<file path="src/rtl/serial_demux_rx_if.sv">
// Serial demux receiver bundle: bit-rate enable and serial line in, per-channel data and frame status out.
// Parameters must match the serial_demux_rx instance that uses this interface.
interface serial_demux_rx_if #(
    parameter int ADDR_W = 2,
    parameter int LEN_W  = 4
) ();
    localparam int NCH = 1 << ADDR_W;

    logic              clkEn;
    logic              SerIn;
    logic [NCH-1:0]    SerOut;
    logic [NCH-1:0]    SerOutValid;
    logic              Done;
    logic              Busy;
    logic [ADDR_W-1:0] PortAddr;
    logic [LEN_W-1:0]  FrameLen;
    logic              ParityErr;

    // master drives the line (pin side), slave is the receiver
    modport master (
        output clkEn, SerIn,
        input  SerOut, SerOutValid, Done, Busy, PortAddr, FrameLen, ParityErr
    );

    modport slave (
        input  clkEn, SerIn,
        output SerOut, SerOutValid, Done, Busy, PortAddr, FrameLen, ParityErr
    );
endinterface

</file>
<file path="src/rtl/serial_demux_rx.sv">
// Serial frame receiver: start bit, MSB-first address and length fields, then N data bits routed to one channel.
// Optional even-parity check over address, length and data bits is enabled with `define SERIAL_DEMUX_PARITY_EN.
//
// state    | meaning
// ---------+-----------------------------------------------------------
// S_IDLE   | line idle, waiting for a low start bit
// S_ADDR   | shifting in the ADDR_W-bit port address
// S_LEN    | shifting in the LEN_W-bit data length
// S_DATA   | routing data bits to SerOut[PortAddr]
// S_PARITY | sampling the even-parity bit (parity build only)
// S_DONE   | end-of-frame, Done high for one enabled period
module serial_demux_rx #(
    parameter int ADDR_W = 2,
    parameter int LEN_W  = 4
) (
    input  logic              clk,
    input  logic              rst,
    serial_demux_rx_if.slave  bus
);
    localparam int NCH     = 1 << ADDR_W;
    localparam int CNT_MAX = (ADDR_W > LEN_W) ? ADDR_W : LEN_W;
    localparam int CNT_W   = ($clog2(CNT_MAX) > 0) ? $clog2(CNT_MAX) : 1;

    typedef enum logic [2:0] {
        S_IDLE,
        S_ADDR,
        S_LEN,
        S_DATA,
        S_DONE
`ifdef SERIAL_DEMUX_PARITY_EN
        , S_PARITY
`endif
    } state_t;

`ifdef SERIAL_DEMUX_PARITY_EN
    localparam state_t S_TAIL = S_PARITY;
`else
    localparam state_t S_TAIL = S_DONE;
`endif

    state_t            state;
    state_t            state_nxt;
    logic [CNT_W-1:0]  bit_cnt;
    logic [LEN_W-1:0]  data_cnt;
    logic [ADDR_W-1:0] addr_q;
    logic [LEN_W-1:0]  len_q;
    logic [NCH-1:0]    ser_out;
    logic [NCH-1:0]    ser_valid;
    logic [ADDR_W-1:0] addr_shift;
    logic [LEN_W-1:0]  len_shift;
    logic [NCH-1:0]    addr_onehot;
    logic              done;
    logic              busy;
`ifdef SERIAL_DEMUX_PARITY_EN
    logic              par_acc;
    logic              parity_err;
`endif

    // field values including the bit being sampled on this edge
    assign addr_shift  = ADDR_W'({addr_q, bus.SerIn});
    assign len_shift   = LEN_W'({len_q, bus.SerIn});
    assign addr_onehot = NCH'(1) << addr_q;

    always_ff @(posedge clk) begin
        if (rst) begin
            state <= S_IDLE;
        end else begin
            state <= state_nxt;
        end
    end

    always_comb begin
        state_nxt = state;
        done      = (state == S_DONE);
        busy      = (state != S_IDLE);
        if (bus.clkEn) begin
            case (state)
                S_IDLE: if (!bus.SerIn) state_nxt = S_ADDR;
                S_ADDR: if (bit_cnt == '0) state_nxt = S_LEN;
                S_LEN: begin
                    if (bit_cnt == '0) begin
                        state_nxt = (len_shift == '0) ? S_TAIL : S_DATA;
                    end
                end
                S_DATA: if (data_cnt == LEN_W'(1)) state_nxt = S_TAIL;
`ifdef SERIAL_DEMUX_PARITY_EN
                S_PARITY: state_nxt = S_DONE;
`endif
                S_DONE: state_nxt = S_IDLE;
                default: state_nxt = S_IDLE;
            endcase
        end
    end

    always_ff @(posedge clk) begin
        if (rst) begin
            bit_cnt    <= '0;
            data_cnt   <= '0;
            addr_q     <= '0;
            len_q      <= '0;
            ser_out    <= '0;
            ser_valid  <= '0;
`ifdef SERIAL_DEMUX_PARITY_EN
            par_acc    <= 1'b0;
            parity_err <= 1'b0;
`endif
        end else if (bus.clkEn) begin
            // valid lasts exactly one enabled period unless another data bit lands
            ser_valid <= '0;
            case (state)
                S_IDLE: begin
                    if (!bus.SerIn) begin
                        bit_cnt <= CNT_W'(ADDR_W - 1);
                        addr_q  <= '0;
                        len_q   <= '0;
`ifdef SERIAL_DEMUX_PARITY_EN
                        par_acc    <= 1'b0;
                        parity_err <= 1'b0;
`endif
                    end
                end
                S_ADDR: begin
                    addr_q <= addr_shift;
`ifdef SERIAL_DEMUX_PARITY_EN
                    par_acc <= par_acc ^ bus.SerIn;
`endif
                    if (bit_cnt == '0) begin
                        bit_cnt <= CNT_W'(LEN_W - 1);
                    end else begin
                        bit_cnt <= bit_cnt - CNT_W'(1);
                    end
                end
                S_LEN: begin
                    len_q <= len_shift;
`ifdef SERIAL_DEMUX_PARITY_EN
                    par_acc <= par_acc ^ bus.SerIn;
`endif
                    if (bit_cnt == '0) begin
                        data_cnt <= len_shift;
                    end else begin
                        bit_cnt <= bit_cnt - CNT_W'(1);
                    end
                end
                S_DATA: begin
                    ser_out[addr_q] <= bus.SerIn;
                    ser_valid       <= addr_onehot;
                    data_cnt        <= data_cnt - LEN_W'(1);
`ifdef SERIAL_DEMUX_PARITY_EN
                    par_acc <= par_acc ^ bus.SerIn;
`endif
                end
`ifdef SERIAL_DEMUX_PARITY_EN
                S_PARITY: parity_err <= par_acc ^ bus.SerIn;
`endif
                default: ;
            endcase
        end
    end

    assign bus.SerOut      = ser_out;
    assign bus.SerOutValid = ser_valid;
    assign bus.Done        = done;
    assign bus.Busy        = busy;
    assign bus.PortAddr    = addr_q;
    assign bus.FrameLen    = len_q;
`ifdef SERIAL_DEMUX_PARITY_EN
    assign bus.ParityErr   = parity_err;
`else
    assign bus.ParityErr   = 1'b0;
`endif
endmodule
</file>
<file path="src/flat_wrapper.sv">
// flat-port wrapper written by rule: the top's interface ports become plain ports
module serial_demux_rx_flat 
#(
    parameter int ADDR_W = 2,
    parameter int LEN_W  = 4
)
  (clk, rst, bus_clkEn, bus_SerIn, bus_SerOut, bus_SerOutValid, bus_Done, bus_Busy, bus_PortAddr, bus_FrameLen, bus_ParityErr);
  serial_demux_rx_if #(.ADDR_W(ADDR_W), .LEN_W(LEN_W)) bus_i ();
  input  logic clk;
  input  logic rst;
  input wire logic [$bits(bus_i.clkEn)-1:0] bus_clkEn;
  input wire logic [$bits(bus_i.SerIn)-1:0] bus_SerIn;
  output wire logic [$bits(bus_i.SerOut)-1:0] bus_SerOut;
  output wire logic [$bits(bus_i.SerOutValid)-1:0] bus_SerOutValid;
  output wire logic [$bits(bus_i.Done)-1:0] bus_Done;
  output wire logic [$bits(bus_i.Busy)-1:0] bus_Busy;
  output wire logic [$bits(bus_i.PortAddr)-1:0] bus_PortAddr;
  output wire logic [$bits(bus_i.FrameLen)-1:0] bus_FrameLen;
  output wire logic [$bits(bus_i.ParityErr)-1:0] bus_ParityErr;
  assign bus_i.clkEn = bus_clkEn;
  assign bus_i.SerIn = bus_SerIn;
  assign bus_SerOut = bus_i.SerOut;
  assign bus_SerOutValid = bus_i.SerOutValid;
  assign bus_Done = bus_i.Done;
  assign bus_Busy = bus_i.Busy;
  assign bus_PortAddr = bus_i.PortAddr;
  assign bus_FrameLen = bus_i.FrameLen;
  assign bus_ParityErr = bus_i.ParityErr;
  serial_demux_rx #(.ADDR_W(ADDR_W), .LEN_W(LEN_W)) u_core (.clk(clk), .rst(rst), .bus(bus_i));
endmodule
</file>
<file path="config.mk">
export PLATFORM = sky130hd
export DESIGN_NAME = serial_demux_rx_flat
export DESIGN_NICKNAME = d
export VERILOG_FILES = /design/src/rtl/serial_demux_rx_if.sv /design/src/rtl/serial_demux_rx.sv /design/src/flat_wrapper.sv
export SDC_FILE = /design/constraint.sdc
export NUM_CORES = 1
export LEC_CHECK = 0
export CAP_MARGIN = 20
export CORE_MARGIN = 4
export CORE_UTILIZATION = 51
export DETAILED_ROUTE_END_ITERATION = 8
export PLACE_DENSITY = 0.78
export SETUP_SLACK_MARGIN = 0.4
export SYNTH_ARGS = -nofsm -noshare
export SYNTH_HDL_FRONTEND = slang
export SYNTH_SLANG_ARGS = --single-unit
</file>
<file path="constraint.sdc">
create_clock -name clk -period 1.95 [get_ports clk]
set_input_delay 0.39 -clock clk [delete_from_list [all_inputs] [get_ports clk]]
set_output_delay 0.39 -clock clk [all_outputs]
set_load 0.005 [all_outputs]
</file>
After elaboration in Yosys (flattened, before gate mapping)
Index checks and enable logic that the tools add are counted.
- memories kept: 0
- bits in writable memories: 0
- output and inout bits: 17
- bits of input ports: 4
- word-level logic and storage cells: 57
- bits in read-only memories: 0
- latch bits: 0
- flip-flop bits (word level): 23
- reduce and logical (&&, ||, !) cells: 15
- $lt $le $gt $ge: 2
- equal/unequal tests: 10
- muxes and demuxes: 20
- shift operators: 1
- bitwise logic cells: 0
- $add $sub $neg: 2
- div/mod/pow operators: 0
- multipliers: 0
- operators by type and width (cell ; number):
    $pmux W4 S2 ; 2
    $mux W3 ; 5
    $mux W4 ; 3
    $pmux W3 S4 ; 1
    $reduce_and A3 Y1 ; 3
    $mux W2 ; 4
    $eq A3 B2 Y1 const B ; 2
    $ne A2 B1 Y1 const B ; 3
    $pmux W2 S3 ; 1
    $reduce_bool A2 Y1 ; 3
    $reduce_bool A3 Y1 ; 2
    $reduce_and A5 Y1 ; 1
    $bwmux W4 ; 1
    $eq A4 B1 Y1 const B ; 1
    $logic_not A4 Y1 ; 1
    $ne A2 B2 Y1 const B ; 2
    $pmux W2 S2 ; 1
    $reduce_and A4 Y1 ; 1
    $shl A1 B2 Y4 const A ; 1
    $sub A4 B1 Y4 const B ; 1
    $eq A3 B1 Y1 const B ; 1
    $eq A3 B3 Y1 const B ; 1
    $logic_not A3 Y1 ; 1
    $lt A2 B3 Y1 const B ; 1
    other kinds (7) ; 7

Longest topological paths before layout
Gate-level depths: netlist of run 1.
- word-level depth: 5
- mapped depth: 6
- gate-level depth less buffers: 6

Worst setup path after synthesis of run 1
OpenSTA, ideal clock, no wires.
- path kind: reg-to-reg
- from: reg u_core.bit_cnt[0]
- to: reg u_core.data_cnt[3]
- buffers on the path: 0
- arrival: 1.319 ns
- data required time: 1.831 ns
- period minus slack after synthesis: 1.438 ns
- library setup time: 0.119 ns
- stages on the path, launching flop included: 7
- slack: 0.512 ns
- cells stage by stage: dfxtp_1 -> inv_1 -> ha_1 -> or2_2 -> nand3_1 -> nor2_1 -> o221a_2
- word-level cells in the longest chain between the ends: 3
- RTL lines (element ; line ; RTL):
    from (decl) ; serial_demux_rx.sv:43 ; logic [CNT_W-1:0] bit_cnt;
    from (signal assigned) ; serial_demux_rx.sv:113 ; bit_cnt <= CNT_W'(ADDR_W - 1);
    from (signal assigned) ; serial_demux_rx.sv:128 ; bit_cnt <= CNT_W'(LEN_W - 1);
    from (signal assigned) ; serial_demux_rx.sv:130 ; bit_cnt <= bit_cnt - CNT_W'(1);
    $logic_not A2 Y1 ; serial_demux_rx.sv:138 ; if (bit_cnt == '0) begin
    $ne A2 B1 Y1 (no source line) ; n/a ;
    $reduce_and A3 Y1 (no source line) ; n/a ;
    to (signal assigned) ; serial_demux_rx.sv:139 ; data_cnt <= len_shift;
    to (signal assigned) ; serial_demux_rx.sv:147 ; data_cnt <= data_cnt - LEN_W'(1);
    to (decl) ; serial_demux_rx.sv:44 ; logic [LEN_W-1:0] data_cnt;
No other way between the ends.
A chain may end at the register's enable or synchronous reset.

Worst setup path after layout of run 1
- from: reg u_core.state[1]
- to: out bus_Busy
- word-level cells in the longest chain between the ends: 1
- RTL lines (element ; line ; RTL):
    from (decl) ; serial_demux_rx.sv:41 ; state_t state;
    from (signal assigned) ; serial_demux_rx.sv:68 ; state <= state_nxt;
    $reduce_bool A3 Y1 ; serial_demux_rx.sv:75 ; busy = (state != S_IDLE);
    to (decl) ; flat_wrapper.sv:16 ; output wire logic [$bits(bus_i.Busy)-1:0] bus_Busy;
No other way between the ends.

==> metrics.cfg, run 1 <==
[clock_tree]
clockRootBuffer=clkbuf_4
htreeDepth=1
cts_buffer_depth=2
cts.sinks=23
cts_hold_buf=0
worst_skew_pair.late_latency_ns=0.31
clkSlewWorstSetupHoldPaths_ns=0.13
cts_made_buffers=3
cts_tree=built

[power_and_ir_drop]
p_int_uw=713
ir_drop_v=0.000504
power_uw=1050
power_density_nw_per_um2=624
p_leak_uw=0.000791
pwr-share-comb=0.307
swShare=0.322
p_sw_uw=338
p_seq_frac=0.480
clkPwrFrac=0.213

[critical_path]
r2r_cells=5
worstPathMaxFanout=3
path_cells=or3_1, clkbuf_2
path_depth=2
setup.worst_path.class=register to output pin
worst-path-buf-inv=1
cp_slowest_cell=dfxtp_4
cp_top_family=flip-flops
start_kind=register
endpoint_kind=output pin
slowest_delay_ns=0.38
cp.arrival_ns=1.18
cp.required_ns=1.56

[route]
ant_nets=0
num_vias=1225
drt_iter0_markers=36
avgViaCountPerCell=5.95
finalWirelength_um=3440
dr.pass1.iters=4
routedWlPerCell_um=16.7
route.detailed.drc=0

[min_path]
holdCritPathClass=register to register
hold_depth=1

[grt]
gr-total-overflow=0
grt_max_degree=19
antenna_found_initial=0
grt_pass1_wl_um=5520
grt_pass1_vias=1177
grt_usage=0.218

[place]
gp_congestion=0.835
dp_hpwl_um=2170
io_buffers=19

[synthesis]
netlist_area_um2=1180
yosys.area.top_type_share=0.389
synthTopCellsByArea=dfxtp_1, a21oi_1, nor2_1
synth.distinct_cells=46
yosys_warnings=0
synthCells=142
syn_nets=149
synth_area_leader_cell=dfxtp_1
ys_ff_latch=23
synth-seq-area-share=0.389
synth_area_per_cell_um2=8.34
synth_edf_count=0
synthArstFlopShare=0
yosys_most_used_dff=dfxtp_1

[timing]
worst_pin_slew_ns=0.511
relSlewSlack=0.656
setup_violations=0
rsz0062_at_grt=true
slew_violations=0
fin_crit_ns=1.57
skew_ns=0.00134
fmax_mhz=638
hold_viol=0
fin_crit_sh=0.803
whs_ns=0.449

[finish]
n_antenna_cell=0
fin_util=0.761
area_growth_pct=42.0
final_cell_mix=buf_4, nor2_1, a21oi_1
final_common_cell=buf_4
drive_above_1_share=0.348
nets=186

[floorplan]
coreArea_um2=2210
dieHeight_um=56.2
initial_core_util=0.536
row_count=17
die_x_um=56.2
pin_count=21
die_area_um2=3160

[run]
drv_cap=0

[status]
run_status=finished, final reports clean

[metrics by stage]
stage	instance area (µm²)	setup TNS, ns	setup WS [ns]	cells
floorplan	1180	0	0.512	142
global placement	1420	0	0.0133	189
detailed placement	1420	-0.0261	-0.0261	189
CTS	1560	0	0.236	200
global route	1680	0	0.327	206
finish	1680	0	0.383	206
[worst register-to-register path, stage by stage (launching register included)]
cell	delay, ns
dfxtp_2	0.37
buf_4	0.24
and3b_1	0.26
mux2_2	0.35
a22oi_1	0.18
nor2_1	0.07
[sequential cells by signal, indices dropped and copies added (netlist names)]
register,flops
u_core.bus.FrameLen,4
u_core.bus.SerOutValid,4
u_core.bus.SerOut,4
u_core.data_cnt,4
u_core.state,3
u_core.bit_cnt,2
u_core.bus.PortAddr,2
[cell families after synthesis]
logic type	Yosys count	synth area share
XOR/XNOR	1	0.00739
buffers and inverters	16	0.0665
AO/OA/AOI/OAI	35	0.202
adder cells (fa/ha/maj)	3	0.0317
AND/OR/NAND/NOR	58	0.258
flip-flops	23	0.389
other	1	0.00316
multiplexers	5	0.0433
[cell usage after synthesis (all sizes together), types with 2 or more instances]
library cell / number
nand3: 6
or3: 2
a311oi: 2
nand2: 9
nor2: 17
mux2i: 4
nor3: 5
or2: 2
a211oi: 3
clkbuf: 2
inv: 8
buf: 6
nor3b: 3
ha: 3
nor4: 2
a21oi: 16
dfxtp: 23
nor2b: 3
o21ai: 2
[final cells by class]
type                       count  area [µm²]
clock buffer                   3        22.5
clock inverter                 1        5.00
fill                         152         529
inverter                       8        30.0
multi-input combinational    103         737
sequential                    23         492
tap                           28        35.0
timing repair buffer          40         362
[metal layers]
layer  global-route usage  vias up  share of wire
met5                    0        -              0
met1                0.256      585           0.40
met4               0.0983        0          0.023
li1                     -      580              -
met2                0.387       48           0.53
met3               0.0302       12          0.045
[worst paths after layout]
path                                        start            endpoint  slack, ns
worst max-delay path              u_core.state[1]            bus_Busy       0.38
worst min-delay path            u_core.bit_cnt[0]   u_core.bit_cnt[0]       0.45
worst max register to register    u_core.state[0]  u_core.data_cnt[2]       0.40
worst min register to register  u_core.bit_cnt[0]   u_core.bit_cnt[0]       0.45
[timing repair]
item                       4_1_cts  5_1_grt
setup endpoints to repair       30       24
gates resized for setup         39       22
pin swaps                        2        7
buffers inserted                 7        6
[power by group through the flow]
stage                     logic (µW)  clock network, µW  registers [µW]
final                            322                224             504
after global routing             348                245             508
after CTS                        267                225             502
after detailed placement         226                  0             527
after global placement           214                  0             525
after floorplan                  169                  0             513
No activity file was read; power rests on OpenSTA's default activity.
==> inputs of run 2 (changes only) <==
clock period = 1.45 ns   (was 1.95 ns; I/O delays follow)
==> metrics.cfg, run 2 <==
[synthesis]
yosys_warnings=0
synthCells=142
synth_top_family_by_area=simple AND/OR/NAND/NOR gates
synth-compound-area-share=0.202
ys_ff_latch=23
yosys.cell_count.top_type=dfxtp_1
synth-simple-area-share=0.258
synth-seq-area-share=0.389
netlist_area_um2=1180
synth.distinct_cells=46
synthTopCellsByArea=dfxtp_1, a21oi_1, nor2_1
syn_nets=149
synth_edf_count=0
synth_area_per_cell_um2=8.34
synth-xor-area-share=0.00739
yosys_most_used_dff=dfxtp_1
yosys.area.top_type_share=0.389
synthTopCellsByCount=dfxtp_1, nor2_1, a21oi_1
synthArstFlopShare=0
synth_area_leader_cell=dfxtp_1
muxShareOfSynthArea=0.0433
synthAdderAreaFrac=0.0317

[floorplan]
dieHeight_um=56.2
die_x_um=56.2
initial_core_util=0.536
pin_count=21
row_count=17

[timing]
worst_endpoint=u_core.bus.SerOut[2]$_SDFFE_PP0P_/D
endpoint_type=sequential cell input

[clock_tree]
cts_buffer_depth=2
cts.sinks=23
cts_made_buffers=3
clockRootBuffer=clkbuf_4
htreeDepth=1

[grt]
grt_max_degree=14

[place]
io_buffers=19
dp_hpwl_um=2550
gp_congestion=0.824

[status]
firstError=[ERROR DPL-0038] Utilization greater than 100%, impossible to legalize
lastStage=5_1_grt
run_status=did not finish

run 2: cell families after synthesis:
kind of cell / Yosys count
flops: 23
mux: 5
fa+ha+maj: 3
other cells: 1
compound gates: 35
xor+xnor: 1
simple gates: 58
buf+inv: 16
run 2: repair_timing:
item                                   4_1_cts
pin swaps                                   35
hold buffers                                 0
gates resized for setup                    155
setup buffers                               25
endpoints found under the hold margin        0
setup endpoints to repair                   39
run 2: stage by stage:
stage / TNS [ns] / worst slack (ns) / instance area [µm²] / std cells
CTS: -0.575 / -0.113 / 2130 / 238
detailed placement: -5.62 / -0.384 / 1640 / 209
global placement: -4.88 / -0.328 / 1640 / 209
floorplan: 0 / 0.155 / 1260 / 142
==> inputs of run 3 (changes only) <==
CORE_AREA = 4 4 65 67   (was not set)
CORE_MARGIN = not set   (was 4)
CORE_UTILIZATION = not set   (was 51)
DIE_AREA = 0 0 69 71   (was not set)
PLACE_DENSITY = not set   (was 0.78)
PLACE_DENSITY_LB_ADDON = 0.15   (was not set)
SETUP_SLACK_MARGIN = not set   (was 0.4)
==> metrics.cfg, run 3 (synthesis gave the netlist of run 1 again) <==
[timing]
slew_violations=0
fmax_mhz=661
worst_slack_ns=-0.0621
rsz0062_at_grt=true
hold_viol=0
whs_ns=0.455
setup_violations=6
fin_crit_ns=1.51
fin_crit_sh=1.04
skew_ns=0.00499

[place]
dp_hpwl_um=2570
post-place-ws_ns=-0.437
io_buffers=19
gp_congestion=0.856

[finish]
drive_above_1_share=0.444
nets=213
final_common_cell=buf_4
fillers=348
n_antenna_cell=0
final_cell_mix=buf_4, nor2_1, a21oi_1
area_growth_pct=67.8

[grt]
gr-total-overflow=0
grt_pass1_wl_um=6090
antenna_found_initial=0
grt_usage=0.151
grt_pass1_vias=1304
grt_max_degree=14

[floorplan]
coreArea_um2=3630
die_x_um=69
dieHeight_um=71
pin_count=21
row_count=22
die_area_um2=4900
initial_core_util=0.326

[clock_tree]
cts_buffer_depth=2
worst_skew_pair.late_latency_ns=0.27
htreeDepth=1
clkSlewWorstSetupHoldPaths_ns=0.09
cts.sinks=23
cts_hold_buf=0
cts_tree=built
cts_made_buffers=3
clockRootBuffer=clkbuf_8

[min_path]
holdCritPathClass=register to register

[critical_path]
start_kind=register
endpoint_kind=register
setup.worst_path.class=register to register
cp.arrival_ns=1.68
worstPathMaxFanout=5
cp.required_ns=1.62

[route]
route.detailed.drc=0
routedWlPerCell_um=14.8
ant_nets=0
avgViaCountPerCell=4.96
finalWirelength_um=3740
drt_iter0_markers=33
dr.pass1.iters=4
num_vias=1254

[status]
run_status=complete, but fails checks
failed_checks=negative setup slack

[run]
drv_cap=0

[power_and_ir_drop]
p_leak_uw=0.000838
power_density_nw_per_um2=840
ir_drop_v=0.000462

[run 3: through the flow]
stage	cell area, µm²	total power [µW]	util	TNS [ns]	cells
after floorplan	1180	917	-	0	142
after global placement	1660	1110	0.456	-6.95	237
after detailed placement	1660	1110	0.456	-7.38	237
after CTS	1880	1610	0.517	-0.00264	249
after global routing	1990	1770	0.547	-0.734	253
final	1990	1670	0.547	-0.177	253
[run 3: where the power goes]
part           switching (µW)  total, µW  internal [µW]
logic                     259        577            318
registers                29.5        685            656
clock network             216        408            192
total                     505       1670           1170
[run 3: layout make-up]
class                           count  area, µm²  share of cell area
Inverter                            8       30.0              0.0151
Multi-Input combinational cell    103        776               0.390
Clock buffer                        3       41.3              0.0208
Clock inverter                      1       5.00             0.00252
Tap cell                           48       60.1              0.0302
Sequential cell                    23        488               0.245
Timing Repair Buffer               67        588               0.296
[run 3: final timing paths]
check        slack (ns)                    from  cells after the start                      to
max               -0.06         u_core.state[1]                      4         u_core.state[1]
min                0.45  u_core.bus.FrameLen[3]                      2  u_core.bus.FrameLen[3]
max reg2reg       -0.06         u_core.state[1]                      4         u_core.state[1]
min reg2reg        0.45  u_core.bus.FrameLen[3]                      2  u_core.bus.FrameLen[3]
[run 3: repair_timing]
action / CTS / global route
gates resized for setup: 42 / 23
setup endpoints to repair: 23 / 25
pin swaps: 6 / 6
setup buffers: 8 / 4
[run 3: worst max-delay path: stages (launching register included)]
cell	delay, ns
dfxtp_4	0.40
buf_12	0.12
inv_1	0.05
or4_4	0.55
a311oi_1	0.28
[run 3: layer usage]
| metal | wire length (µm) | track usage |
|---|---|---|
| met5 | 0 | 0 |
| met4 | 67 | 0.0412 |
| met3 | 144 | 0.0355 |
| met2 | 1920 | 0.273 |
| met1 | 1610 | 0.179 |
==> inputs of run 4 (changes only) <==
SETUP_SLACK_MARGIN = 0.1   (was not set)
==> metrics.cfg, run 4 (synthesis gave the netlist of run 1 again) <==
[finish]
n_antenna_cell=0
final_common_cell=buf_4
nets=207
area_growth_pct=70.6
drive_above_1_share=0.513
final_cell_mix=buf_4, a21oi_1, dlygate4sd2_1
fillers=344

[place]
dp_hpwl_um=2420
post-place-ws_ns=-0.383
gp_congestion=0.841
io_buffers=19

[power_and_ir_drop]
p_leak_uw=0.000854
p_int_uw=1170
clkPwrFrac=0.242
p_sw_uw=535
power_uw=1700
power_density_nw_per_um2=842
swShare=0.314
pwr-share-comb=0.357
p_seq_frac=0.401
ir_drop_v=0.000502

[grt]
grt_max_degree=19
gr-total-overflow=0
antenna_found_initial=0
grt_pass1_vias=1342
grt_pass1_wl_um=5950
grt_usage=0.144

[clock_tree]
cts_tree=built
worst_skew_pair.late_latency_ns=0.27
cts.sinks=23
htreeDepth=1
clockRootBuffer=clkbuf_8
cts_made_buffers=3
clkSlewWorstSetupHoldPaths_ns=0.09
cts_hold_buf=0
cts_buffer_depth=2

[timing]
fmax_mhz=692
fin_crit_sh=0.997
rsz0062_at_grt=true
worst_slack_ns=0.00400
slew_violations=0
hold_viol=0
fin_crit_ns=1.45
skew_ns=0.00286
setup_violations=0

[min_path]
holdCritPathClass=register to register

[route]
ant_nets=0
num_vias=1272
routedWlPerCell_um=15.2
dr.pass1.iters=4
avgViaCountPerCell=5.15
drt_iter0_markers=50
finalWirelength_um=3750
route.detailed.drc=0

[critical_path]
endpoint_kind=register
start_kind=register
cp.required_ns=1.62
setup.worst_path.class=register to register
worstPathMaxFanout=5
cp.arrival_ns=1.62

[floorplan]
pin_count=21
die_area_um2=4900
row_count=22
coreArea_um2=3630
die_x_um=69
initial_core_util=0.326
dieHeight_um=71

[run]
drv_cap=0

[status]
run_status=finished, final reports clean

run 4: power by group through the flow:
stage | logic [µW] | registers (µW) | clock network, µW
global placement | 411 | 701 | 0
finish | 608 | 683 | 411
global route | 654 | 686 | 449
detailed placement | 414 | 703 | 0
floorplan | 257 | 690 | 0
CTS | 496 | 677 | 415
run 4: worst paths after layout:
path                                             start  cells past startpoint  slack, ns                      to
worst max-delay path                   u_core.state[1]                      4      0.004         u_core.state[1]
worst min-delay path            u_core.bus.FrameLen[3]                      2       0.46  u_core.bus.FrameLen[3]
worst max register to register         u_core.state[1]                      4      0.004         u_core.state[1]
worst min register to register  u_core.bus.FrameLen[3]                      2       0.46  u_core.bus.FrameLen[3]
run 4: timing repair:
| item | in CTS | in global routing |
|---|---|---|
| gates cloned | 0 | 0 |
| endpoints found under the setup margin | 39 | 19 |
| buffers inserted | 13 | 2 |
| pin swaps | 8 | 16 |
| hold endpoints to repair | 0 | 0 |
| resized for setup | 58 | 41 |
run 4: critical path: stages (launching register included):
cell and delay, ns:
dfxtp_4 0.39, buf_6 0.13, inv_2 0.04, or4_4 0.53
a311oi_2 0.26
run 4: per-layer routing:
| layer | wire [µm] | global-route usage | vias up |
|---|---|---|---|
| met5 | 0 | 0 | - |
| met4 | 82 | 0.0499 | 0 |
| met3 | 93 | 0.0199 | 9 |
| met2 | 1820 | 0.253 | 31 |
| met1 | 1750 | 0.180 | 601 |
| li1 | - | - | 631 |
run 4: area by class of cell:
cell class / instances / area (µm²) / share of cell area
clock buffers: 3 / 41.3 / 0.0204
clock inverters: 1 / 5.00 / 0.00248
inverters: 8 / 30.0 / 0.0149
multi-input cells: 103 / 862 / 0.426
flip-flops and latches: 23 / 492 / 0.243
well taps: 48 / 60.1 / 0.0297
repair buffers: 61 / 532 / 0.263
run 4: metrics by stage:
stage / instance area [µm²] / utilization / TNS [ns] / cells / hold WS, ns
6_report: 2020 / 0.556 / 0 / 247 / 0.461
5_1_grt: 2020 / 0.556 / -0.0633 / 247 / 0.491
4_1_cts: 1840 / 0.507 / 0 / 245 / 0.465
3_5_place_dp: 1630 / 0.448 / -6.39 / 228 / 0.455
3_3_place_gp: 1630 / 0.448 / -6.28 / 228 / 0.453
2_1_floorplan: 1220 / - / 0 / 142 / 0.434
